### config.mk
export PLATFORM = sky130hd
export DESIGN_NAME = fetch_stage
export DESIGN_NICKNAME = d
export VERILOG_FILES = /design/src/rtl/fetch_stage.sv
export SDC_FILE = /design/constraint.sdc
export NUM_CORES = 1
export LEC_CHECK = 0
export ABC_AREA = 1
export CAP_MARGIN = 20
export CORE_ASPECT_RATIO = 0.5
export CORE_MARGIN = 5
export CORE_UTILIZATION = 51
export CTS_CLUSTER_DIAMETER = 60
export DETAILED_ROUTE_END_ITERATION = 10
export GPL_TIMING_DRIVEN = 0
export HOLD_SLACK_MARGIN = 0.05
export PLACE_DENSITY = 0.8
export SYNTH_ARGS = -nofsm -noshare
export SYNTH_HDL_FRONTEND = slang
export SYNTH_SLANG_ARGS = --single-unit
### constraint.sdc
create_clock -name clk -period 1.8 [get_ports clk]
set_input_delay 0.54 -clock clk [delete_from_list [all_inputs] [get_ports clk]]
set_output_delay 0.54 -clock clk [all_outputs]
set_load 0.02 [all_outputs]
### src/rtl/fetch_stage.sv
// Instruction fetch stage: owns PC_F, talks to a variable-latency instruction
// memory, and feeds the IF/ID register with stall, redirect and bubble handling.
module fetch_stage #(
  parameter logic [31:0] RESET_PC  = 32'h0000_0000,
  parameter logic [31:0] NOP_INSTR = 32'h0000_0000
) (
  input  logic        clk,
  input  logic        rst,
  input  logic        Stall_F,
  input  logic        Stall_D,
  input  logic        PCSrc_D,
  input  logic [31:0] PC_Branch_D,
  input  logic        Imem_Ready,
  input  logic [31:0] Imem_Rdata,
  output logic        Imem_Req,
  output logic [31:0] Imem_Addr,
  output logic [31:0] Instr_D,
  output logic [31:0] PC_Plus4_D,
  output logic        Valid_D,
  output logic        Fetch_Busy
);

  typedef enum logic [1:0] {
    FETCH = 2'd0,
    HOLD  = 2'd1,
    DROP  = 2'd2
  } state_t;

  typedef struct packed {
    logic [31:0] instr;
    logic [31:0] pc4;
    logic        vld;
  } ifid_t;

  state_t      state, state_nxt;
  logic [31:0] pc_f, pc_nxt;
  logic [31:0] ibuf, ibuf_nxt;
  logic [31:0] tbuf, tbuf_nxt;
  ifid_t       ifid_q, ifid_nxt;

  logic [31:0] pc_plus4;
  logic        redirect;
  logic        pass;
  logic [31:0] pass_word;

  assign pc_plus4 = pc_f + 32'd4;
  assign redirect = PCSrc_D & ~Stall_D;

  always_ff @(posedge clk) begin
    if (rst) begin
      state  <= FETCH;
      pc_f   <= RESET_PC;
      ibuf   <= '0;
      tbuf   <= '0;
      ifid_q <= '{instr: NOP_INSTR, pc4: 32'd0, vld: 1'b0};
    end else begin
      state  <= state_nxt;
      pc_f   <= pc_nxt;
      ibuf   <= ibuf_nxt;
      tbuf   <= tbuf_nxt;
      ifid_q <= ifid_nxt;
    end
  end

  always_comb begin
    state_nxt = state;
    pc_nxt    = pc_f;
    ibuf_nxt  = ibuf;
    tbuf_nxt  = tbuf;
    pass      = 1'b0;
    pass_word = Imem_Rdata;

    case (state)
      FETCH: begin
        if (Imem_Ready) begin
          if (redirect) begin
            pc_nxt = PC_Branch_D;
          end else if (!Stall_F && !Stall_D) begin
            pass   = 1'b1;
            pc_nxt = pc_plus4;
          end else begin
            // A decode stall also parks the word here so it is not lost.
            ibuf_nxt  = Imem_Rdata;
            state_nxt = HOLD;
          end
        end else if (redirect) begin
          tbuf_nxt  = PC_Branch_D;
          state_nxt = DROP;
        end
      end
      HOLD: begin
        if (redirect) begin
          pc_nxt    = PC_Branch_D;
          state_nxt = FETCH;
        end else if (!Stall_F && !Stall_D) begin
          pass      = 1'b1;
          pass_word = ibuf;
          pc_nxt    = pc_plus4;
          state_nxt = FETCH;
        end
      end
      DROP: begin
        if (redirect) tbuf_nxt = PC_Branch_D;
        // The newest redirect wins even when it coincides with the stale response.
        if (Imem_Ready) begin
          pc_nxt    = redirect ? PC_Branch_D : tbuf;
          state_nxt = FETCH;
        end
      end
      default: state_nxt = FETCH;
    endcase

    ifid_nxt = ifid_q;
    if (!Stall_D) begin
      if (pass) begin
        ifid_nxt.instr = pass_word;
        ifid_nxt.pc4   = pc_plus4;
        ifid_nxt.vld   = 1'b1;
      end else begin
        ifid_nxt.instr = NOP_INSTR;
        ifid_nxt.vld   = 1'b0;
      end
    end
  end

  assign Imem_Req   = (state != HOLD);
  assign Imem_Addr  = pc_f;
  assign Fetch_Busy = Imem_Req & ~Imem_Ready;
  assign Instr_D    = ifid_q.instr;
  assign PC_Plus4_D = ifid_q.pc4;
  assign Valid_D    = ifid_q.vld;

endmodule

# --- After elaboration in Yosys (flattened, before gate mapping) ---
# Cells that the tools add are included.
# Widths: inputs -> output; s select.
op_classes:
  n_addsub: 1
  n_eq_ne: 10
  mux: 25
  n_bitwise: 5
  reduce_logical: 11
ops:
  columns: ["operator", "n"]
  rows:
  - ["$mux 32", 10]
  - ["$pmux 32 s3", 1]
  - ["$pmux 32 s2", 1]
  - ["$add 32x3->32 const B", 1]
  - ["$mux 2", 7]
  - ["$ne 3x3->1 const B", 4]
  - ["$ne 2x2->1 const B", 3]
  - ["$pmux 2 s3", 1]
  - ["$reduce_and 3->1", 2]
  - ["$reduce_and 5->1", 1]
  - ["$mux 1", 4]
  - ["$reduce_and 2->1", 2]
  - ["$not 1->1", 3]
  - ["$reduce_bool 3->1", 1]
  - ["$and 1x1->1", 2]
  - ["$eq 2x1->1 const B", 1]
  - ["$eq 2x2->1 const B", 1]
  - ["$logic_not 1->1", 2]
  - ["$logic_not 2->1", 1]
  - ["$ne 2x1->1 const B", 1]
  - ["$pmux 1 s2", 1]
  - ["$reduce_bool 2->1", 1]
  - ["$logic_and 1x1->1", 1]
totals:
  register_bits: 163
  input_bits: 70
  output_inout_bits: 99
  word_cells: 59

# --- Longest topological paths before layout ---
logic_depth:
  depth_word: 7
  mapped_depth: 10
  mapped_depth_nobuf: 10

# --- Least setup slack after synthesis ---
# No wires, ideal clock.
synth_path:
  path_type: "flip-flop to flip-flop"
  from: "register pc_f[2], in the netlist Imem_Addr[2]"
  to: "register ifid_q, in the netlist PC_Plus4_D[22]"
  setup_ns: 0.115
  t_arrival_ns: 1.696
  setup_slack_ns: -0.011
  stages_incl_launch_ff: 11
  n_path_buf: 0
  cell_sequence: "dfxtp_1 ha_1 nand2_1 nor2_1 nand2_1 nor2_1 nand2_1 nand2_1 nand2_1 o21ai_0 inv_1"
synth_between:
  elab_chain_cells: 1
synth_lines:
  columns: ["element", "line", "rtl"]
  rows:
  - ["start, declared", "36", "logic [31:0] pc_f, pc_nxt;"]
  - ["start signal, assigned", "58", "pc_f <= pc_nxt;"]
  - ["$add 32x3->32", "46", "assign pc_plus4 = pc_f + 32'd4;"]
  - ["end signal, assigned", "55", "ifid_q <= '{instr: NOP_INSTR, pc4: 32'd0, vld: 1'b0};"]
  - ["end signal, assigned", "61", "ifid_q <= ifid_nxt;"]
  - ["end, declared", "39", "ifid_t ifid_q, ifid_nxt;"]
# Every way passes these cells.
# A chain may end at the register's enable or synchronous reset.

# --- Final worst setup path ---
layout_path:
  from: "register pc_f[4], in the netlist Imem_Addr[4]"
  to: "output Imem_Addr[4]"
layout_lines:
  columns: ["element", "line", "rtl"]
  rows:
  - ["end, declared", "16", "output logic [31:0] Imem_Addr,"]
# No word-level cell between the ends.

==> flow_metrics.py <==
metrics = {
    "sta": {
        "final.min_clock_period_ns": 1.77,
        "fin_crit_sh": 0.984,
        "fmax_mhz": 565,
        "setup_violations": 0,
        "whs_ns": 0.460,
        "final.setup.tns_ns": 0,
        "max_slew_margin": 0.596,
        "finalClockSkew_ns": 0.0130,
        "slew_viol_final": 0,
        "fin_ws_ns": 0.0288,
        "worst_pin_slew_ns": 0.605,
        "timing.final.hold_violations": 0,
    },
    "cells_and_area": {
        "instances_no_fill": 1556,
        "final_cell_mix": "232 x nand2_1, 158 x dfxtp_1, 138 x a21oi_1",
        "stdcell_area_um2": 10500,
        "syn_to_final_growth_pct": 35.3,
        "diodes": 0,
        "nets": 1416,
        "layout_commonest_cell": "nand2_1",
        "drive_gt1_frac": 0.114,
    },
    "synthesis": {
        "syn-instance-count": 1143,
        "yosysUniqueCellTypes": 33,
        "syn-num-nets": 1214,
        "synth.ff_latch_count": 163,
        "ys_warn_count": 0,
        "netlist_area_um2": 7770,
        "seq_area_frac_synth": 0.420,
        "syn_area_per_cell_um2": 6.79,
    },
    "floorplanning": {
        "die_area_um2": 17900,
        "core_um2": 14700,
        "die_y_um": 97.3,
        "rows": 31,
        "ios": 169,
        "dieWidth_um": 185,
        "initial_core_util": 0.528,
    },
    "routing": {
        "firstDrtPassIters": 7,
        "wl_um": 27100,
        "via_count": 8793,
        "routed_via_density": 5.65,
        "drtAntennaViolNets": 0,
        "drc": 0,
        "route.detailed.wl_per_inst_um": 17.4,
        "drtIter0Drc": 864,
    },
    "clock_network": {
        "cts_tree": "yes",
        "numClockSinks": 163,
        "clk_pin_slew_worst_paths_ns": 0.07,
        "numCtsBuffers": 17,
        "clk_latency_ns": 0.44,
        "clockRootBuffer": "clkbuf_16",
        "clock_path_buffers": 2,
        "htreeDepth": 4,
    },
    "placed_design": {
        "place_congestion": 0.935,
        "pre_cts_ws_ns": -0.700,
        "placedCellCount": 1507,
        "port_buffers": 166,
        "dpl.hpwl_um": 19300,
        "placed_area_um2": 9680,
    },
    "critical_path": {
        "cp_cell_sequence": "clkdlybuf4s15_1",
        "worstPathArrival_ns": 1.23,
        "cp.required_ns": 1.26,
        "timing.setup.critical_path_class": "register to output pin",
        "crit_slowest_cell": "dfxtp_1",
        "path_buf_inv": 1,
        "cpPeakStageDelay_ns": 0.46,
        "crit_path_max_fanout": 6,
        "critPathLaunchType": "register",
        "crit_path_end_kind": "output pin",
        "path_delay_family": "flip-flops",
    },
    "pwr": {
        "ir_drop_v": 0.000701,
        "power_density_nw_per_um2": 875,
        "leakage_nw": 4.80,
    },
    "grt": {
        "grt_pass1_vias": 8268,
        "grt_first_pass_wirelength_um": 42400,
        "grt_start_max_net_pins": 17,
        "gr-total-overflow": 0,
        "track_usage": 0.292,
        "antenna_found_initial": 2,
    },
    "job": {
        "cap_violations": 0,
    },
    "run_status": {
        "run_status": "finished, final reports clean",
    },
    "worst_hold_path": {
        "hp-class": "register to register",
    },
}
what timing repair did:
action | 4_1_cts | 5_1_grt
gates cloned | 0 | 1
setup endpoints to repair | 243 | 148
hold buffers | 0 | 0
setup buffers | 11 | 5
pin swaps | 7 | 7
resized for setup | 184 | 70
registers in the layout, indices dropped and copies added (netlist names):
| signal | count |
|---|---|
| state | 2 |
| ibuf | 32 |
| Valid_D | 1 |
| Instr_D | 32 |
| tbuf | 32 |
| Imem_Addr | 32 |
| PC_Plus4_D | 32 |
final timing paths:
path                            cells past startpoint        endpoint  slack [ns]    startpoint
worst max register to register                     10  PC_Plus4_D[26]        0.06  Imem_Addr[3]
worst min-delay path                                2     Instr_D[16]        0.46   Instr_D[16]
worst min register to register                      2     Instr_D[16]        0.46   Instr_D[16]
worst max-delay path                                1    Imem_Addr[4]        0.03  Imem_Addr[4]
metal layers:
layer / GRT usage / vias up / part of all wire
met5: 0 / - / 0.00041
met4: 0.102 / 2 / 0.021
met3: 0.0815 / 50 / 0.090
met2: 0.474 / 437 / 0.47
met1: 0.372 / 4136 / 0.41
li1: - / 4168 / -
area by class of cell:
cell class                      count  area, um^2
Multi-Input combinational cell    791        3880
Inverter                          115         440
Timing Repair Buffer              182        1650
Clock buffer                       19         443
Clock inverter                     13         128
Buffer                             75         442
Fill cell                        1267        4190
Tap cell                          198         248
Sequential cell                   163        3280
power by group:
part           switching [mW]  total, mW  leakage, nW  internal, mW
logic                   0.970       1.58         3.19         0.610
clock network            1.63       3.60        0.276          1.96
registers               0.192       4.02         1.34          3.83
total                    2.79       9.20         4.80          6.41
cell usage after synthesis:
library cell  number  area [um^2]
nor2_1           115          432
nand2_1          235          882
nor4_4             1         21.3
nand3_2            1         10.0
nand2_2            1         6.26
clkbuf_1          39          146
a31oi_1           22          138
buf_6              1         11.3
a22oi_1            3         22.5
o221ai_1           2         17.5
and2_1             2         12.5
o21ai_1           27          135
inv_1            108          405
xor2_1            11         96.3
nor2_4             2         22.5
buf_2             24          120
ha_1               1         12.5
nor3_1             1         5.00
nor2_8             1         20.0
a21o_1             2         15.0
nand3b_1           3         22.5
a21oi_1          142          711
clkinv_1           1         3.75
dfxtp_1          163         3260
inv_2              6         22.5
o21ai_0          152          761
o2111ai_1          1         8.76
o211ai_1          13         97.6
buf_4              7         52.6
xnor2_1            4         35.0
buf_1              4         15.0
nand3_1           47          235
o31ai_1            1         7.51
logic make-up after synthesis:
group	share of synthesized area
compound gates	0.246
xor+xnor	0.0169
fa+ha+maj	0.00161
buf+inv	0.100
flops	0.420
simple gates	0.215
through the flow:
stage | util | power, mW
after global routing | 0.715 | 9.52
after CTS | 0.707 | 9.13
after detailed placement | 0.658 | 5.62
final | 0.715 | 9.20
after floorplan | - | 4.92
after global placement | 0.658 | 5.58
(Power assumes the default switching activity.)
